$ cat config.mk
export PLATFORM = sky130hd
export DESIGN_NAME = calc_display_driver_flat
export DESIGN_NICKNAME = d
export VERILOG_FILES = /design/src/rtl/calc_display_driver_if.sv /design/src/rtl/calc_display_driver.sv /design/src/flat_wrapper.sv
export SDC_FILE = /design/constraint.sdc
export NUM_CORES = 1
export LEC_CHECK = 0
export BUFFER_PORTS_ARGS = -buffer_cell sky130_fd_sc_hd__buf_2
export CAP_MARGIN = 20
export CORE_UTILIZATION = 54
export CTS_CLUSTER_SIZE = 16
export DETAILED_ROUTE_END_ITERATION = 10
export GPL_TIMING_DRIVEN = 0
export PLACE_DENSITY = 0.75
export SLEW_MARGIN = 20
export SYNTH_ARGS = -nofsm -noshare
export SYNTH_HDL_FRONTEND = slang
export SYNTH_SLANG_ARGS = --single-unit
$ cat constraint.sdc
create_clock -name clock -period 1.9 [get_ports clock]
set_input_delay 0.38 -clock clock [delete_from_list [all_inputs] [get_ports clock]]
set_output_delay 0.38 -clock clock [all_outputs]
set_load 0.02 [all_outputs]
$ cat src/rtl/calc_display_driver_if.sv
// calc_display_driver_if: value/code inputs and multiplexed display outputs of calc_display_driver.
interface calc_display_driver_if;
  logic [7:0] ValueOut;
  logic [2:0] Display;
  logic       Overflow;
  logic [6:0] Segments;
  logic [3:0] Anodes;
  logic       Dp;
  logic       Busy;
  modport master (output ValueOut, Display, Overflow, input Segments, Anodes, Dp, Busy);
  modport slave (input ValueOut, Display, Overflow, output Segments, Anodes, Dp, Busy);
endinterface

$ cat src/rtl/calc_display_driver.sv
// calc_display_driver: double-dabble binary-to-BCD conversion feeding a 4-digit multiplexed seven-segment display.
module calc_display_driver #(
  parameter int REFRESH_DIV = 50000
) (
  input logic clock,
  input logic Reset_n,
  calc_display_driver_if.slave bus
);
  localparam int CW = $clog2(REFRESH_DIV);
  typedef enum logic [1:0] {IDLE, SHIFT, LATCH} state_t;
  state_t state;
  logic [7:0] snap_val, bin, adj;
  logic [2:0] snap_code, disp_code, iter;
  logic valid, busy, dp, idle_code, h_zero, wrap;
  logic [11:0] bcd;
  logic [3:0] dig_h, dig_t, dig_u, an, cur_dig;
  logic [6:0] seg, letter;
  logic [CW-1:0] cnt;
  logic [1:0] idx;
  function automatic logic [6:0] digit_seg(input logic [3:0] d);
    case (d)
      4'd0: return 7'b1000000;
      4'd1: return 7'b1111001;
      4'd2: return 7'b0100100;
      4'd3: return 7'b0110000;
      4'd4: return 7'b0011001;
      4'd5: return 7'b0010010;
      4'd6: return 7'b0000010;
      4'd7: return 7'b1111000;
      4'd8: return 7'b0000000;
      4'd9: return 7'b0010000;
      default: return 7'b1111111;
    endcase
  endfunction
  // hundreds never exceeds 2 for an 8-bit value, so only tens and units need the +3 correction
  assign adj[3:0] = bcd[3:0] >= 4'd5 ? bcd[3:0] + 4'd3 : bcd[3:0];
  assign adj[7:4] = bcd[7:4] >= 4'd5 ? bcd[7:4] + 4'd3 : bcd[7:4];
  assign idle_code = snap_code == 3'b100;
  assign h_zero = bcd[11:8] == 4'd0;
  assign wrap = cnt == CW'(REFRESH_DIV - 1);
  assign letter = disp_code == 3'b001 ? 7'b0001000 :
                  disp_code == 3'b010 ? 7'b0000011 :
                  disp_code == 3'b011 ? 7'b0101111 :
                  disp_code == 3'b100 ? 7'b0111111 : 7'b1111111;
  assign cur_dig = idx == 2'd2 ? dig_h : idx == 2'd1 ? dig_t : dig_u;
  assign bus.Segments = seg;
  assign bus.Anodes = an;
  assign bus.Dp = dp;
  assign bus.Busy = busy;
  always_ff @(posedge clock or negedge Reset_n) begin
    if (!Reset_n) begin
      state <= IDLE;
      snap_val <= '0;
      snap_code <= '0;
      valid <= 1'b0;
      busy <= 1'b0;
      bcd <= '0;
      bin <= '0;
      iter <= '0;
      dig_h <= 4'hF;
      dig_t <= 4'hF;
      dig_u <= 4'hF;
      disp_code <= '0;
    end else begin
      case (state)
        IDLE: if (!valid || {bus.ValueOut, bus.Display} != {snap_val, snap_code}) begin
          snap_val <= bus.ValueOut;
          snap_code <= bus.Display;
          bin <= bus.ValueOut;
          bcd <= '0;
          iter <= '0;
          busy <= 1'b1;
          state <= SHIFT;
        end
        SHIFT: begin
          {bcd, bin} <= {bcd[10:8], adj, bin, 1'b0};
          iter <= iter + 3'd1;
          if (iter == 3'd7) state <= LATCH;
        end
        LATCH: begin
          // blanking is resolved here so the scan side only ever sees finished digits (4'hF = blank)
          dig_h <= idle_code || h_zero ? 4'hF : bcd[11:8];
          dig_t <= idle_code || (h_zero && bcd[7:4] == 4'd0) ? 4'hF : bcd[7:4];
          dig_u <= idle_code ? 4'hF : bcd[3:0];
          disp_code <= snap_code;
          valid <= 1'b1;
          busy <= 1'b0;
          state <= IDLE;
        end
        default: state <= IDLE;
      endcase
    end
  end
  always_ff @(posedge clock or negedge Reset_n) begin
    if (!Reset_n) begin
      cnt <= '0;
      idx <= '0;
      an <= 4'b1111;
      seg <= 7'b1111111;
      dp <= 1'b1;
    end else begin
      cnt <= wrap ? '0 : cnt + 1'b1;
      idx <= wrap ? idx + 2'd1 : idx;
      an <= ~(4'b0001 << idx);
      seg <= idx == 2'd3 ? letter : digit_seg(cur_dig);
      dp <= !(idx == 2'd0 && bus.Overflow && disp_code == 3'b011);
    end
  end
endmodule

$ cat src/flat_wrapper.sv
// flat-port wrapper written by rule: the top's interface ports become plain ports
module calc_display_driver_flat 
#(
  parameter int REFRESH_DIV = 50000
)
  (clock, Reset_n, bus_ValueOut, bus_Display, bus_Overflow, bus_Segments, bus_Anodes, bus_Dp, bus_Busy);
  calc_display_driver_if bus_i ();
  input logic clock;
  input logic Reset_n;
  input wire logic [$bits(bus_i.ValueOut)-1:0] bus_ValueOut;
  input wire logic [$bits(bus_i.Display)-1:0] bus_Display;
  input wire logic [$bits(bus_i.Overflow)-1:0] bus_Overflow;
  output wire logic [$bits(bus_i.Segments)-1:0] bus_Segments;
  output wire logic [$bits(bus_i.Anodes)-1:0] bus_Anodes;
  output wire logic [$bits(bus_i.Dp)-1:0] bus_Dp;
  output wire logic [$bits(bus_i.Busy)-1:0] bus_Busy;
  assign bus_i.ValueOut = bus_ValueOut;
  assign bus_i.Display = bus_Display;
  assign bus_i.Overflow = bus_Overflow;
  assign bus_Segments = bus_i.Segments;
  assign bus_Anodes = bus_i.Anodes;
  assign bus_Dp = bus_i.Dp;
  assign bus_Busy = bus_i.Busy;
  calc_display_driver #(.REFRESH_DIV(REFRESH_DIV)) u_core (.clock(clock), .Reset_n(Reset_n), .bus(bus_i));
endmodule
After elaboration in Yosys (flattened, before gate mapping)
Memory sizes are Yosys's and may differ from the RTL's.
Index checks and enable logic that the tools add are counted.
- bitwise gates (word level): 1
- eq/ne operators: 15
- shift operators: 1
- muxes and demuxes: 24
- add/sub/neg operators: 5
- magnitude comparators: 2
- reductions and logical operators: 18
- operator list (operator ; number):
    $mux W7 ; 5
    $mux W4 ; 7
    $pmux W12 S2 ; 1
    $add A16 B1 Y16 const B ; 1
    $eq A16 B16 Y1 const B ; 1
    $mux W16 ; 1
    $pmux W8 S2 ; 1
    $mux W12 ; 1
    $ne A11 B11 Y1 ; 1
    $eq A3 B3 Y1 const B ; 3
    $add A4 B2 Y4 const B ; 2
    $ge A4 B3 Y1 const B ; 2
    $logic_not A4 Y1 ; 2
    $mux W8 ; 1
    $reduce_and A2 Y1 ; 4
    $eq A2 B2 Y1 const B ; 3
    $eq A3 B2 Y1 const B ; 2
    $pmux W3 S2 ; 1
    $eq A2 B1 Y1 const B ; 2
    $logic_not A2 Y1 ; 2
    $mux W2 ; 2
    $ne A2 B1 Y1 const B ; 2
    $not A4 Y4 ; 1
    $pmux W2 S2 ; 1
    11 further kinds ; 17
- flip-flop bits (word level): 83
- memories kept: 1
- memory bits (read-only): 112
- bits of input ports: 14
- output and inout bits: 13
- logic and storage cells: 84
- memory list (memory ; words ; bits a word ; read ports ; clocked after memory_dff ; write ports ; line ; RTL):
    (name not given) ; 16 ; 7 ; 1 ; 0 ; 0 ; calc_display_driver.sv:21 ; case (d)

Logic depth before layout (Yosys ltp)
- depth after elaboration: 6
- mapped depth: 8
- mapped depth without buffers: 7

Least setup slack after synthesis
OpenSTA, ideal clock, no wires.
- path kind: reg2reg
- start: register u_core.idx[1]
- end: register u_core.seg[0], in the netlist u_core.bus.Segments[0]
- library setup time: 79 ps
- path buffers: 1
- path slack: 55 ps
- cell stages (with the launch flop): 9
- data required time: 1821 ps
- period minus slack after synthesis: 1845 ps
- arrival time: 1767 ps
- path through: dfrtp_1 > inv_1 > ha_1 > buf_6 > mux2_2 > mux2i_4 > nor4b_4 > a21oi_1 > o21ai_0
- longest elaborated chain between the ends: 5
- elaborated cells between the ends (all ways): 7
- classes of those cells: 3 x eq/ne; 3 x mux; 1 x memory
- ends and longest elaborated chain (element ; line ; RTL):
    start, declared ; calc_display_driver.sv:19 ; logic [1:0] idx;
    start signal, assigned ; calc_display_driver.sv:103 ; idx <= wrap ? idx + 2'd1 : idx;
    $eq A2 B1 Y1 ; calc_display_driver.sv:45 ; assign cur_dig = idx == 2'd2 ? dig_h : idx == 2'd1 ? dig_t : dig_u;
    $mux W4 (2 in a row) ; calc_display_driver.sv:45 ;
    $mem_v2 Z16 W7 ; n/a ;
    $mux W7 (*) ; calc_display_driver.sv:105 ; seg <= idx == 2'd3 ? letter : digit_seg(cur_dig);
    end signal, assigned ; calc_display_driver.sv:105 ;
    end, declared ; calc_display_driver.sv:17 ; logic [6:0] seg, letter;
Every way passes the cells marked *; elsewhere a longest branch is shown, timed or not.
A chain may end at the register's enable or synchronous reset.

Worst setup path in the final report
- start: register u_core.idx[1]
- end: register u_core.seg[3], in the netlist u_core.bus.Segments[3]
Same word-level chain as after synthesis.

==> flow_summary_export.csv <==
group,metric,value,unit
logic_synthesis,synthesis.instances,360,
setup_path,worst_setup_path_end_kind,"flip-flop",
logic_synthesis,synth_xor_xnor_area_share,0.06826,
logic_synthesis,netlist.area_leader.share,0.3712,
cts,cts_buffers,9,
logic_synthesis,synth_mux_area_frac,0.05222,
cts,cts-root-buf,"clkbuf_8",
logic_synthesis,synth_edf_count,0,
finish,seqCellArea,0.002107,sq mm
cts,clkSinkCount,83,
place,port_buffers,26,
timing,setup_viol,0,
cts,cts_tree,"yes",
finish,nets,430,
power_and_ir_drop,p_leak,1.994,nW
global_route,grt_pass1_vias,2754,
timing,max-slew-margin-rel,0.5648,
finish,fin_util,0.6573,
finish,drive_above_1_share,0.2689,
logic_synthesis,synth_top_family_by_area,"compound AO/OA/AOI/OAI gates",
cts,insertion_delay,0.35,ns
die,initial_core_util,0.5728,
setup_path,reg2reg_from,"u_core.idx[1]$_DFFE_PN0N_",
flow_run,drv_cap,0,
route,drt_iter0_markers,171,
die,io_pins,27,
setup_path,cp_max_fo,5,
finish,syn_to_final_growth,14.75,%
timing,final-hold-violation-count,0,
cts,path_clk_slew,0.09,ns
logic_synthesis,yosysMostFrequentCell,"dfrtp_1",
die,core-area,0.006944,sq mm
timing,rsz0062_at_grt,"true",
route,vias_per_cell,5.479,
route,drt-wirelength-per-cell,14.77,um
logic_synthesis,synth-seq-cells,83,
logic_synthesis,synth_area_leaders,"dfrtp_1, dfstp_2, nand2_1",
setup_path,slowest_delay,0.42,ns
logic_synthesis,synthDistinctLibCells,52,
power_and_ir_drop,ir_drop,0.7690,mV
logic_synthesis,ys.flop_type,"dfrtp_1",
die,rows,30,
timing,finalClockSkew,0.009837,ns
setup_path,crit_type,"flip-flop to flip-flop",
logic_synthesis,yosysSeqAreaShare,0.5297,
setup_path,startpoint,"u_core.idx[1]$_DFFE_PN0N_",
route,wl,7.457,mm
place,dpl_cell_area,0.004250,sq mm
timing,worstMarginPinSlew,0.6504,ns
logic_synthesis,synthAdderAreaFrac,0.03775,
setup_path,worst_setup_path_start_kind,"flip-flop",
route,num_vias,2767,
global_route,grt_start_max_net_pins,45,
place,dp_cells,483,
finish,antenna_cells,0,
logic_synthesis,synth-async-reset-ratio,1.000,
logic_synthesis,synth_nets,386,
setup_path,slowest_stage,"dfrtp_1",
route,ant_nets,0,
route,drtPass1Iterations,4,
logic_synthesis,yosys_warnings,0,
logic_synthesis,synth-compound-area-share,0.1425,
logic_synthesis,yosysTopAreaCell,"dfrtp_1",
die,die-area,0.007713,sq mm
global_route,grt.total_usage,0.2222,
global_route,globalRouteOverflowTotal,0,
timing,finalCriticalPeriod,1.887,ns
timing,maxSlewViolCount,0,
finish,fillers,518,
finish,multi_input_area,0.001818,sq mm
logic_synthesis,synth.cells.most_frequent,"dfrtp_1, nand2_1, nor2_1",
cts,ctsHoldBuffers,0,
timing,finalCritPeriodShare,0.9932,
global_route,grt_pass1_wl,12.91,mm
setup_path,crit_chain,"inv_2 > ha_4 > mux2_4 > mux2i_4 > nor4b_4 > a211oi_2 > o21ai_1",
logic_synthesis,avgSynthCellArea,11.05,sq um
cts,clockBufferDepth,2,
route,drc,0,
finish,layout.cells.non_filler,505,
die,die_h,87.83,um
logic_synthesis,yosys.area_share.simple,0.1419,
finish,final_area,0.004564,sq mm
setup_path,arrival,2.17,ns
die,die_x,87.83,um
setup_path,required,2.18,ns
place,hpwl,5.161,mm
timing,fmaxAchievable,0.5299,GHz
worst_hold_path,hold_class,"primary input to asynchronous set/reset pin",
place,gp_congestion,0.8152,
global_route,antenna_found_initial,0,
power_and_ir_drop,powerDensity,1501,mW/mm^2
cts,htree_levels,3,
logic_synthesis,netlist_area,0.003978,sq mm
run_status,outcome,"completed",
-- report_power, final --
part           internal, mW  switching, mW  leakage [nW]
sequential             2.48          0.507         0.998
clock                 0.684          0.633         0.109
combinational          1.24           1.30         0.887
total                  4.41           2.44          1.99
-- timing repair --
item / 4_1_cts / 5_1_grt
setup buffers: 5 / 2
cloned: 1 / 0
pin swaps: 0 / 4
hold endpoints to repair: 0 / 0
gates resized for setup: 11 / 5
endpoints found under the setup margin: 15 / 36
-- registers in the layout, summed over array words and instances (netlist names), 7 cells and up --
| register | flops |
|---|---|
| u_core.cnt | 16 |
| u_core.snap_val | 8 |
| u_core.bin | 8 |
| u_core.bcd | 12 |
| u_core.bus.Segments | 7 |
-- cell families (layout without fill, tap and decap cells) --
kind of cell,Yosys count,count (layout)
compound gates,75,75
buf+inv,23,71
flops,83,83
mux,17,18
xor+xnor,31,31
simple gates,119,119
fa+ha+maj,12,12
-- placed cells by master (no fill, tap or decap), types with 5 or more instances in the layout --
| cell type | n |
|---|---|
| dfrtp_1 | 59 |
| nand2_1 | 54 |
| buf_2 | 29 |
| nor2_1 | 25 |
| dfstp_2 | 24 |
| xnor2_1 | 22 |
| o21ai_0 | 16 |
| a22o_1 | 15 |
| o22a_1 | 12 |
| clkbuf_8 | 11 |
| ha_1 | 10 |
| inv_1 | 9 |
| xor2_1 | 9 |
| buf_4 | 9 |
| nand3_1 | 8 |
| mux2i_1 | 8 |
| nand2b_1 | 6 |
| nand4_1 | 6 |
| a221o_1 | 6 |
| a21oi_1 | 5 |
| mux2_2 | 5 |
-- worst max-delay path, delay by kind of cell, from the launching register on --
kind                       cells  cell delay (ns)
muxes                          2             0.59
DFF                            1             0.42
and+or+nand+nor                1             0.31
AOI/OAI and AO/OA              2             0.22
adders and majority gates      1             0.18
buffers and inverters          1             0.10
-- metrics by stage --
stage	hold WS [ns]	setup WS, ns	power (mW)	TNS, ns
6_report	0.001460	0.01296	6.850	0
5_1_grt	0.03383	-0.08791	7.368	-0.1882
4_1_cts	0.008581	0.002553	6.846	0
3_5_place_dp	0.3888	-0.1918	5.402	-2.023
3_3_place_gp	0.4621	-0.1625	5.291	-10.73
2_1_floorplan	0.08441	0.05462	4.804	0
-- cell type report --
class / instances / area share
flip-flops and latches: 83 / 0.4616
clock buffers: 11 / 0.03317
multi-input cells: 255 / 0.3983
clock inverters: 5 / 0.01343
well taps: 96 / 0.02632
inverters: 12 / 0.01124
plain buffers: 9 / 0.01096
repair buffers: 34 / 0.04496
-- layer usage --
layer / GRT usage / share of wire / vias to the layer above
met3: 0.04713 / 0.040 / 14
met2: 0.3545 / 0.48 / 79
li1: - / - / 1353
met4: 0.1013 / 0.021 / 0
met1: 0.2928 / 0.46 / 1321
met5: 0 / 0 / -
-- worst paths after layout --
path	end	slack [ns]	cells past startpoint
setup / recovery	u_core.bus.Segments[3]$_DFF_PN1_	0.01	7
hold / removal	u_core.cnt[13]$_DFF_PN0_	0.001	1
setup reg to reg	u_core.bus.Segments[3]$_DFF_PN1_	0.01	7
hold reg to reg	u_core.valid$_DFFE_PN0P_	0.49	1
max in group asynchronous	u_core.dig_h[3]$_DFFE_PN1P_	1.25	2
min in group clock	u_core.snap_code[1]$_DFFE_PN0P_	0.25	3
Note: power is estimated with default switching activity, not from simulation.
